## src/rtl/rgb_pwm_capture.sv

```systemverilog
// Purpose: measure per-channel high time and stuck lines of the RGB PWM pins over a fixed window.
// Latency: result registered 1 cycle after the last sampled cycle (+2 pin-to-sample with RGB_CAP_SYNC_EN).
// Backpressure: valid holds until ready; a close while unaccepted overwrites the result and sets sticky ovf.
module rgb_pwm_capture #(
    parameter int WINDOW = 256,
    localparam int CW = $clog2(WINDOW + 1)
) (
    input  logic          clk,
    input  logic          rst_n,
    input  logic          en,
    input  logic          red,
    input  logic          grn,
    input  logic          blu,
    output logic [CW-1:0] duty_r,
    output logic [CW-1:0] duty_g,
    output logic [CW-1:0] duty_b,
    output logic [2:0]    stuck,
    output logic          valid,
    input  logic          ready,
    output logic          ovf
);

    localparam int WW = (WINDOW > 2) ? $clog2(WINDOW) : 1;
    localparam logic [WW-1:0] LAST = WW'(WINDOW - 1);

    // channel order {b,g,r} everywhere below
    logic [2:0]          pins;
    logic [2:0]          s;
    logic [WW-1:0]       win_cnt;
    logic [2:0][CW-1:0]  hi;
    logic [2:0][CW-1:0]  duty;
    logic [2:0]          edge_f;
    logic [2:0]          prev;
    logic                armed;   // a previous sample of this run exists to compare against
    logic [2:0]          chg;
    logic                close;
    logic                accept;

    assign pins = {blu, grn, red};

`ifdef RGB_CAP_SYNC_EN
    logic [2:0] sync1;
    logic [2:0] sync2;

    // two-flop synchronizer per line ahead of sampling
    always_ff @(posedge clk or negedge rst_n) begin
        if (!rst_n) begin
            sync1 <= '0;
            sync2 <= '0;
        end else begin
            sync1 <= pins;
            sync2 <= sync1;
        end
    end

    assign s = sync2;
`else
    assign s = pins;
`endif

    assign close  = en && (win_cnt == LAST);
    assign accept = valid && ready;
    // no comparison on the first sample after enable: prev is stale there
    assign chg    = armed ? (s ^ prev) : 3'b000;

    // window counter, per-channel high counters and edge flags
    always_ff @(posedge clk or negedge rst_n) begin
        if (!rst_n) begin
            win_cnt <= '0;
            hi      <= '0;
            edge_f  <= '0;
            prev    <= '0;
            armed   <= 1'b0;
        end else if (!en) begin
            win_cnt <= '0;
            hi      <= '0;
            edge_f  <= '0;
            armed   <= 1'b0;
        end else begin
            armed <= 1'b1;
            prev  <= s;
            if (close) begin
                win_cnt <= '0;
                hi      <= '0;
                edge_f  <= '0;
            end else begin
                win_cnt <= win_cnt + WW'(1);
                edge_f  <= edge_f | chg;
                for (int i = 0; i < 3; i++) begin
                    hi[i] <= hi[i] + CW'(s[i]);
                end
            end
        end
    end

    // result registers with valid/ready handshake and sticky overwrite flag
    always_ff @(posedge clk or negedge rst_n) begin
        if (!rst_n) begin
            duty  <= '0;
            stuck <= '0;
            valid <= 1'b0;
            ovf   <= 1'b0;
        end else if (close) begin
            for (int i = 0; i < 3; i++) begin
                duty[i] <= hi[i] + CW'(s[i]);
            end
            stuck <= ~(edge_f | chg);
            valid <= 1'b1;
            if (valid && !ready) begin
                ovf <= 1'b1;
            end
        end else if (accept) begin
            valid <= 1'b0;
            ovf   <= 1'b0;
        end
    end

    assign duty_r = duty[0];
    assign duty_g = duty[1];
    assign duty_b = duty[2];

endmodule

```

## config.mk

```make
export PLATFORM = sky130hd
export DESIGN_NAME = rgb_pwm_capture
export DESIGN_NICKNAME = d
export VERILOG_FILES = /design/src/rtl/rgb_pwm_capture.sv
export SDC_FILE = /design/constraint.sdc
export NUM_CORES = 1
export LEC_CHECK = 0
export BUFFER_PORTS_ARGS = -buffer_cell sky130_fd_sc_hd__buf_2
export CORE_MARGIN = 2
export CORE_UTILIZATION = 52
export CTS_CLUSTER_DIAMETER = 60
export DETAILED_ROUTE_END_ITERATION = 16
export PLACE_DENSITY = 0.74
export SYNTH_ARGS = -nofsm -noshare
export SYNTH_HDL_FRONTEND = slang
export SYNTH_SLANG_ARGS = --single-unit
```

## constraint.sdc

```tcl
create_clock -name clk -period 1.4 [get_ports clk]
set_input_delay 0.07 -clock clk [delete_from_list [all_inputs] [get_ports clk]]
set_output_delay 0.07 -clock clk [all_outputs]
set_load 0.02 [all_outputs]
```

Word level (Yosys, flattened, before mapping) --
Index checks and enable logic that the tools add are counted.
Operators by class: reduce and logical (&&, ||, !) cells 6, equal/unequal tests 2, mux-type cells 12, bitwise logic cells 3, add/sub/neg operators 4
Operators with widths (count):
- 27-bit two-way mux | 2
- 9-bit by 1-bit adder with 9-bit output | 3
- 8-bit two-way mux | 2
- 3-bit two-way mux | 3
- 8-bit by 1-bit adder with 8-bit output (second input constant) | 1
- 8-bit equality test (second input constant) | 1
- 1-bit two-way mux | 5
- 1-bit logical AND | 3
- 3-bit NOT | 1
- 3-bit OR | 1
- 3-bit bitwise XOR | 1
- 2-bit by 1-bit inequality test with 1-bit output (second input constant) | 1
- 2-bit AND reduction | 1
- 2-bit nonzero test | 1
- 1-bit zero test | 1
Word-level totals: word-level logic and storage cells 40, bits of input ports 7, register bits 74

Depth between registers and ports, before layout --
Gate-level depths: netlist of the first run.
word-level depth 5, mapped depth 7

Least setup slack after synthesis of the first run --
Ideal clock, no wire load.
path type register to register, start register win_cnt[0], end register duty, in the netlist duty_b[0], cell stages (with the launch flop) 6, path slack -122 ps, period minus slack after synthesis 1522 ps, library setup time 125 ps, data required time 1275 ps, data arrival time 1397 ps, path through dfrtp_1 > ha_1 > clkbuf_2 > nand4_4 > nor2_8 > mux2_2
Between the ends: cells in the longest elaborated chain, start to end 2
RTL lines:
- from (decl) | RTL line 29 | logic [WW-1:0] win_cnt;
- from (signal assigned) | RTL line 87 | win_cnt <= win_cnt + WW'(1);
- 8-bit equality test | RTL line 61 | assign close = en && (win_cnt == LAST);
- 1-bit logical AND | RTL line 61
- to (signal, indexed assignment) | RTL line 105 | duty[i] <= hi[i] + CW'(s[i]);
- to (decl) | RTL line 31 | logic [2:0][CW-1:0] duty;
Every way passes these cells. A chain may end at the register's enable or synchronous reset.

Final worst setup path of the first run --
start register win_cnt[0], end register duty, in the netlist duty_g[0]
The elaborated chain is that of the path after synthesis.

==> impl_results.md, run 1 <==
- Synth area leaders: dfrtp_1 (58%), nor2_1 (7.4%), xnor2_1 (4.4%), a21oi_2 (3.8%), xor2_1 (3.8%)
- DR WL/cell: 13.8 um
- Port buffer count: 38
- Net Switching: 0.919 mW
- Seq/Total Area, Yosys: 0.578
- Post-Syn Nets: 290
- Slew HR: 0.744
- Pint: 3.37 mW
- Starting Density: 0.541
- Worst-path clk slew: 70 ps
- Most common cell after layout, fill and taps aside: dfrtp_1
- Die Area: 0.00680 mm^2
- Period utilization: 0.981
- Setup TNS: 0 ps
- RSZ-0062 raised after global routing: yes
- Detailed Place HPWL: 3850 um
- Vias: 2135
- Hold Path Origin: ready
- Core area: 0.00592 mm^2
- Synth area leader: dfrtp_1
- CP peak stage delay: 390 ps
- Crit path required time: 1620 ps
- Worst-Skew Late Latency: 340 ps
- CTS Buf Count: 9
- Vias in the first global route: 2092
- Worst Hold Path EP: valid$_DFFE_PN0P_
- Proportion of layout cells with a drive suffix above 1: 0.311
- DR iter-0 viols: 168
- Sink Count: 74
- Worst r2r dst: duty_g[0]$_DFFE_PN0P_
- Nets: 347
- WHS Path Cells: 3
- Rows: 28
- Async set-reset flop share out of synthesis: 1.00
- R2R depth: 4
- Pwr per Cell Area: 1120 mW/mm^2
- Outcome: finished clean
- Critical path peak fanout: 5
- Commonest register cell after synthesis: dfrtp_1
- Die extent in x: 82.5 um
- Final WS setup: 26.5 ps
- GPL Wtd Cong: 0.812
- Clock Tree Buf Depth: 2
- Global-route total usage across every layer: 0.193
- Crit path DAT: 1590 ps
- Most frequent cells in the layout: dfrtp_1 (74), nor2_1 (63), buf_2 (38), xnor2_1 (16), a21oi_1 (15)
- Slew @ Worst Pin: 384 ps
- First-pass GRT wire length: 9790 um
- Leakage: 1.91 nW
- Post-synth EDFFs: 0
- GRT overflow: 0
- Max-cap viol count: 0
- DR vias/cell: 5.17
- Critical path class: flip-flop to flip-flop
- Post-route DRC violation count: 0
- Pre-antenna DRT Iters: 4
- Post-DRT Antenna Nets: 0
- Post-Syn Area: 0.00320 mm^2
- Worst Hold Class: primary input to flip-flop
- Max VDD drop: 0.648 mV
- R2r setup slk: 30 ps
- CTS tree: built
- Post-synth cell types: 34
- Crit start category: flip-flop
- Clock power frac: 0.432
- Syn-to-layout area delta: 20.0%
- Critical Path End Type: flip-flop
- Final WL: 5710 um
- Max Fclk: 728 MHz
- Final hold vios: 0
- Place WS: -63.0 ps
- Root Buffer: clkbuf_8
- Syn avg cell area: 11.6 um^2
- Clock Skews: 9.74 ps
- I/O pin cnt: 39
- Finish-stage setup viols: 0
- Worst r2r src: win_cnt[0]$_DFF_PN0_
- Gate power share: 0.053
- CP Cell Sequence: ha_4 -> nand4_4 -> nor2_4 -> mux2_4
- Slowest CP cell: dfrtp_1
- Die height: 82.5 um
- Flop pwr share: 0.515
- Max H-tree Level: 3
- Warnings from Yosys: 0
- Pins Over Slew Limit: 0
- Cell count after synthesis: 276
- #FFs+latches synth: 74
- Pin count of the biggest net entering global routing: 75
- Switching Share: 0.214
- ANT cells: 0
- Fin crit period: 1370 ps
- Antenna violations before repair: 0
- Synth top area share: 0.578
logic make-up after synthesis:
group,count (synthesis),synth area share
xor+xnor,30,0.0820
flops,74,0.578
compound gates,35,0.0758
fa+ha+maj,7,0.0273
mux,10,0.0352
simple gates,108,0.169
buf+inv,12,0.0328
power groups by stage:
stage	Sequential [mW]	Clock, mW	Combinational [mW]
2_1_floorplan	2.25	0	0.113
3_3_place_gp	2.25	0	0.221
3_5_place_dp	2.25	0	0.223
4_1_cts	2.21	1.90	0.229
5_1_grt	2.22	2.00	0.263
6_report	2.21	1.85	0.228
layout make-up:
class	count	area (um^2)
multi-input cells	191	1300
clock inverters	4	73.8
repair buffers	55	358
inverters	2	7.51
flip-flops and latches	74	1850
fillers	473	2080
clock buffers	12	155
well taps	75	93.8
metrics by stage:
stage / area, um^2 / util / hold slack (ps) / std cells / power, mW
after floorplan: 3210 / - / -226 / 276 / 2.36
after global placement: 3550 / 0.599 / 129 / 395 / 2.47
after detailed placement: 3550 / 0.599 / 128 / 395 / 2.47
after CTS: 3820 / 0.645 / 15.0 / 413 / 4.34
after global routing: 3840 / 0.649 / 39.8 / 413 / 4.48
final: 3840 / 0.649 / 26.0 / 413 / 4.29
worst max-delay path: cells and delay by family, from the launching register on:
family | cells | cell delay, ps
multiplexers | 1 | 320
flip-flops | 1 | 390
adder cells (fa/ha/maj) | 1 | 170
AND/OR/NAND/NOR | 2 | 370
metal layers:
layer  global-route usage  up-vias  wire (um)
li1                     -     1044          -
met1                0.265     1049       2680
met2                0.299       34       2740
met3               0.0293        8        166
met4                0.100        0        116
met5                    0        -          0
repair_timing:
| action | CTS | global route |
|---|---|---|
| setup buffers | 0 | 0 |
| endpoints found under the hold margin | 74 | 0 |
| pin swaps | 3 | 3 |
| gates cloned | 1 | 0 |
| hold buffers | 1 | 0 |
| gates resized for setup | 3 | 6 |
| endpoints found under the setup margin | 29 | 26 |
worst max-delay path by stage:
| stage | startpoint | end | slack, ps |
|---|---|---|---|
| 6_report | win_cnt[0]$_DFF_PN0_ | duty_g[0]$_DFFE_PN0P_ | 30 |
| 5_1_grt | win_cnt[0]$_DFF_PN0_ | duty_g[3]$_DFFE_PN0P_ | -30 |
| 4_1_cts | win_cnt[1]$_DFF_PN0_ | duty_g[0]$_DFFE_PN0P_ | 7 |
| 3_5_place_dp | win_cnt[0]$_DFF_PN0_ | duty_b[3]$_DFFE_PN0P_ | -60 |
| 3_3_place_gp | win_cnt[0]$_DFF_PN0_ | duty_g[0]$_DFFE_PN0P_ | 30 |
| 2_1_floorplan | win_cnt[0]$_DFF_PN0_ | duty_b[0]$_DFFE_PN0P_ | -90 |
synthesized netlist by cell type (2+ instances only):
library cell / n
a21oi_1: 15
a21oi_2: 14
and2_1: 4
and3_1: 5
buf_4: 3
buf_8: 2
dfrtp_1: 74
ha_1: 7
inv_1: 2
mux2_2: 10
nand2_1: 8
nand3_1: 13
nand4_1: 6
nand4_4: 2
nor2_1: 63
o21ai_0: 2
xnor2_1: 16
xor2_1: 14
sequential cells by signal (all words and copies together) (netlist names):
signal   cells
hi          27
duty_b       9
duty_g       9
duty_r       9
win_cnt      8
edge_f       3
prev         3
stuck        3
armed        1
ovf          1
valid        1
Note: power is estimated with default switching activity, not from simulation.
==> run 2: changes to the inputs <==
--- a/config.mk
+++ b/config.mk
@@ -7,10 +7,12 @@
 export LEC_CHECK = 0
 export BUFFER_PORTS_ARGS = -buffer_cell sky130_fd_sc_hd__buf_2
 export CORE_MARGIN = 2
-export CORE_UTILIZATION = 52
+export CORE_UTILIZATION = 54
+export CTS_BUF_LIST = sky130_fd_sc_hd__clkbuf_8
 export CTS_CLUSTER_DIAMETER = 60
+export CTS_CLUSTER_SIZE = 40
 export DETAILED_ROUTE_END_ITERATION = 16
-export PLACE_DENSITY = 0.74
+export PLACE_DENSITY = 0.77
 export SYNTH_ARGS = -nofsm -noshare
 export SYNTH_HDL_FRONTEND = slang
 export SYNTH_SLANG_ARGS = --single-unit
==> run 2 against run 1 <==
Net effect: the run now ends with negative setup slack left; sequential cell count is the same; clock skew shrank 2.4 ps; die area shrank 3.5%; cell area grew 2.0%; sequential share of layout area shrank 0.91 points; sequential power is essentially flat; worst hold slack lost 6.9 ps; critical path type unchanged; largest cell class unchanged.
==> impl_results.md, run 2 (synthesis results as in run 1) <==
- Die extent in x: 81.0 um
- Pwr per Cell Area: 1110 mW/mm^2
- Root Buffer: clkbuf_8
- Global-route total usage across every layer: 0.210
- Max VDD drop: 0.704 mV
- Max Fclk: 691 MHz
- Placed Area: 0.00355 mm^2
- Leakage: 1.95 nW
- Failing checks: negative setup slack
- Slew @ Worst Pin: 388 ps
- Pins Over Slew Limit: 0
- Vias in the first global route: 2134
- Detailed Place HPWL: 3930 um
- Nets: 352
- Vias: 2178
- Core area: 0.00582 mm^2
- Rows: 28
- Pre-antenna DRT Iters: 4
- Switching Share: 0.221
- Period utilization: 1.03
- Most common cell after layout, fill and taps aside: dfrtp_1
- Most frequent cells in the layout: dfrtp_1 (73), nor2_1 (61), buf_2 (38)
- Port buffer count: 38
- First-pass GRT wire length: 10100 um
- Finish-stage setup viols: 10
- Post-DRT Antenna Nets: 0
- Clock Tree Buf Depth: 2
- Setup TNS: -265 ps
- Proportion of layout cells with a drive suffix above 1: 0.332
- Sink Count: 74
- Critical path class: flip-flop to flip-flop
- Crit path DAT: 1680 ps
- DR WL/cell: 15.0 um
- Pint: 3.38 mW
- Worst-Skew Late Latency: 350 ps
- Post-route DRC violation count: 0
- Fin crit period: 1450 ps
- Die Area: 0.00656 mm^2
- Pin count of the biggest net entering global routing: 75
- Max reg flops: 27
- Starting Density: 0.551
- Die height: 81.0 um
- Slew HR: 0.741
- Clock power frac: 0.433
- Flop pwr share: 0.510
- CTS tree: built
- Net Switching: 0.960 mW
- GRT overflow: 0
- Worst-path clk slew: 80 ps
- RSZ-0062 raised after global routing: yes
- Max-cap viol count: 0
- Final WS setup: -46.6 ps
- Syn-to-layout area delta: 22.4%
- GPL Wtd Cong: 0.823
- CTS Buf Count: 9
- Final hold vios: 0
- Critical path peak fanout: 7
- Antenna violations before repair: 0
- Clock Skews: 7.38 ps
- Fillers: 455
- Crit start category: flip-flop
- DR vias/cell: 5.21
- Place WS: -53.6 ps
- Max H-tree Level: 3
- Outcome: complete, but fails checks
- WHS: 19.2 ps
- Critical Path End Type: flip-flop
- I/O pin cnt: 39
- Gate power share: 0.057
- Crit path required time: 1630 ps
- Fin area: 0.00392 mm^2
- Biggest register: hi
- DR iter-0 viols: 165
- ANT cells: 0
- Worst Hold Class: primary input to flip-flop
- Final WL: 6280 um
==> run 2: power groups by stage <==
stage	Clock [mW]	Sequential, mW	Combinational (mW)
after global routing	1.98	2.22	0.283
final	1.88	2.21	0.248
after detailed placement	0	2.25	0.228
after floorplan	0	2.25	0.113
after CTS	1.91	2.21	0.243
after global placement	0	2.25	0.222
==> run 2: layout make-up <==
| type | count | area (um^2) | area share |
|---|---|---|---|
| clock inverters | 5 | 77.6 | 0.0198 |
| well taps | 75 | 93.8 | 0.0239 |
| clock buffers | 11 | 151 | 0.0386 |
| flip-flops and latches | 74 | 1850 | 0.473 |
| multi-input cells | 191 | 1310 | 0.335 |
| inverters | 2 | 7.51 | 0.00192 |
| repair buffers | 60 | 424 | 0.108 |
==> run 2: worst paths after layout <==
check                                     startpoint               endpoint  slack, ps  cells after the start
min in group asynchronous                      rst_n       hi[24]$_DFF_PN0_        270                      3
worst min register to register   edge_f[0]$_DFF_PN0_    edge_f[0]$_DFF_PN0_        510                      2
worst min-delay path                             red    prev[0]$_DFFE_PN0P_         20                      2
max in group asynchronous                      rst_n   win_cnt[4]$_DFF_PN0_        790                      3
worst max-delay path            win_cnt[0]$_DFF_PN0_  duty_b[0]$_DFFE_PN0P_        -50                      4
worst max register to register  win_cnt[0]$_DFF_PN0_  duty_b[0]$_DFFE_PN0P_        -50                      4
==> run 2: stage by stage <==
stage / total power [mW] / utilization / std cells
after global routing: 4.48 / 0.674 / 418
after global placement: 2.47 / 0.610 / 395
after detailed placement: 2.48 / 0.610 / 395
after floorplan: 2.36 / - / 276
after CTS: 4.36 / 0.660 / 415
final: 4.34 / 0.674 / 418
==> run 2: critical path, cell delays in order (launching register included) <==
cell and delay [ps]:
dfrtp_1 420, ha_4 170, nand4_4 140, nor2_8 270, mux2_4 330
==> run 2: per-layer routing <==
layer | GRT usage | share of wire | wire, um
met1 | 0.264 | 0.43 | 2730
met2 | 0.341 | 0.51 | 3190
met3 | 0.0578 | 0.040 | 249
met4 | 0.0966 | 0.019 | 118
met5 | 0 | 0 | 0
==> run 2: repair_timing <==
action                     CTS  global route
hold endpoints to repair    74             0
hold buffers                 1             0
buffers inserted             2             1
setup endpoints to repair   30            34
resized for setup            5            10
pin swaps                    4             4
gates cloned                 1             2
==> run 3: changes to the inputs <==
--- a/config.mk
+++ b/config.mk
@@ -12,7 +12,7 @@
 export CTS_CLUSTER_DIAMETER = 60
 export CTS_CLUSTER_SIZE = 40
 export DETAILED_ROUTE_END_ITERATION = 16
-export PLACE_DENSITY = 0.77
+export PLACE_DENSITY = 0.78
 export SYNTH_ARGS = -nofsm -noshare
 export SYNTH_HDL_FRONTEND = slang
 export SYNTH_SLANG_ARGS = --single-unit
==> run 3 against run 2 <==
Net effect: the flow still finishes with violations (negative setup slack); critical path type unchanged; clock power fell by 7%; register-to-register slack barely moved; final cell count increased by 0.24%.
==> impl_results.md, run 3 (synthesis results as in run 1) <==
- ANT cells: 0
- Global-route total usage across every layer: 0.211
- Die height: 81.0 um
- RSZ-0062 raised after global routing: yes
- Pwr per Cell Area: 1060 mW/mm^2
- Failing checks: negative setup slack
- Core area: 0.00582 mm^2
- Placed Area: 0.00355 mm^2
- Delay-heaviest family, CP: flip-flops
- DR vias/cell: 5.26
- Pins Over Slew Limit: 0
- Max VDD drop: 0.777 mV
- Biggest register: hi
- Critical path class: flip-flop to flip-flop
- Grt met1 use: 0.267
- Crit path required time: 1630 ps
- Vias: 2202
- Antenna violations before repair: 0
- Critical path peak fanout: 3
- Most common cell after layout, fill and taps aside: dfrtp_1
- Sink Count: 74
- Syn-to-layout area delta: 23.9%
- Vias in the first global route: 2113
- Pin count of the biggest net entering global routing: 75
- Slew HR: 0.746
- Max H-tree Level: 3
- Die Area: 0.00656 mm^2
- Most frequent cells in the layout: dfrtp_1 (74), nor2_1 (55), buf_2 (38), xnor2_1 (16), a21oi_2 (15)
- First-pass GRT wire length: 10000 um
- Clock Skews: 6.93 ps
- Final WS setup: -56.2 ps
- DR WL/cell: 15.0 um
- I/O pin cnt: 39
- CTS tree: built
- Port buffer count: 38
- Nets: 353
- Tot Pwr: 4.19 mW
- Max-cap viol count: 0
- Crit path buf inv count: 1
- Proportion of layout cells with a drive suffix above 1: 0.346
- Slew @ Worst Pin: 380 ps
- Outcome: complete, but fails checks
- Period utilization: 1.04
- Leakage: 1.97 nW
- Starting Density: 0.551
- CP peak stage delay: 360 ps
- CP Cell Sequence: ha_2 -> nand4_4 -> nor2_4 -> buf_6 -> mux2_4
- Rows: 28
- Worst-path clk slew: 70 ps
- Pre-antenna DRT Iters: 5
- GRT overflow: 0
- Fin crit period: 1460 ps
- Post-route DRC violation count: 0
- Final WL: 6270 um
- GPL Wtd Cong: 0.856
- Met2 global-route usage: 0.330
- Root Buffer: clkbuf_8
- Max reg flops: 27
- CTS Buf Count: 9
- GRT met3 Usage: 0.0467
- Die extent in x: 81.0 um
- Crit start category: flip-flop
- Worst Hold Class: primary input to flip-flop
- GR peak layer: met2
- Final hold vios: 0
- Slowest CP cell: dfrtp_1
- Detailed Place HPWL: 3960 um
- Clock Tree Buf Depth: 2
- Worst-Skew Late Latency: 340 ps
- DR iter-0 viols: 222
- Max Fclk: 687 MHz
- Finish-stage setup viols: 16
- Critical Path End Type: flip-flop
- Fin area: 0.00397 mm^2
- Crit path DAT: 1690 ps
- Post-DRT Antenna Nets: 0
[run 3: changes by cell type in the layout (fill, tap and decap cells not counted), moves of 3 or more]
cell / previous run / this run
buf_4: 15 / 12
mux2_4: 4 / 7
nor2_1: 61 / 55
mux2_2: 6 / 3
nor2_2: 2 / 8
[run 3: worst paths after layout]
path / from / end / slack, ps / depth (start not counted)
max: win_cnt[1]$_DFF_PN0_ / duty_r[1]$_DFFE_PN0P_ / -60 / 5
min: ready / valid$_DFFE_PN0P_ / 20 / 3
max reg2reg: win_cnt[1]$_DFF_PN0_ / duty_r[1]$_DFFE_PN0P_ / -60 / 5
min reg2reg: edge_f[2]$_DFF_PN0_ / edge_f[2]$_DFF_PN0_ / 490 / 2
max in group asynchronous: rst_n / hi[9]$_DFF_PN0_ / 820 / 3
min in group asynchronous: rst_n / stuck[2]$_DFFE_PN0P_ / 290 / 3
[run 3: what timing repair did]
item,CTS,global route
gates cloned,2,1
setup endpoints to repair,31,35
gates resized for setup,3,26
buffers inserted,3,1
hold endpoints to repair,74,0
pin swaps,1,3
hold buffers,1,0
[run 3: area by class of cell]
type,count,area [um^2]
clock inverter,3,37.5
multi-input combinational,191,1330
inverter,2,7.51
tap,75,93.8
timing repair buffer,61,472
fill,446,1850
clock buffer,13,179
sequential,74,1850
[run 3: layer usage]
layer  vias up  wire (um)
met1      1099       2760
met4         0        171
met5         -          0
li1       1050          -
met2        38       3140
met3        15        202
[run 3: worst register-to-register path: stages (launching register included)]
cell and delay (ps):
dfrtp_1 360, ha_2 220, nand4_4 140, nor2_4 200, buf_6 140, mux2_4 290
[run 3: stage by stage]
| stage | utilization | hold WS [ps] | TNS [ps] | std cells | worst slack (ps) |
|---|---|---|---|---|---|
| after floorplan | - | -226 | -2350 | 276 | -90.3 |
| after global placement | 0.610 | 125 | 0 | 395 | 36.8 |
| after detailed placement | 0.610 | 129 | -420 | 395 | -43.7 |
| after CTS | 0.661 | 6.74 | -81.8 | 417 | -27.4 |
| after global routing | 0.682 | 19.9 | -2410 | 419 | -129 |
| final | 0.682 | 19.5 | -560 | 419 | -56.2 |
[run 3: report_power, final]
group	internal, mW	switching, mW
logic	0.0975	0.144
clock network	1.01	0.735
registers	2.18	0.0319
total	3.28	0.911
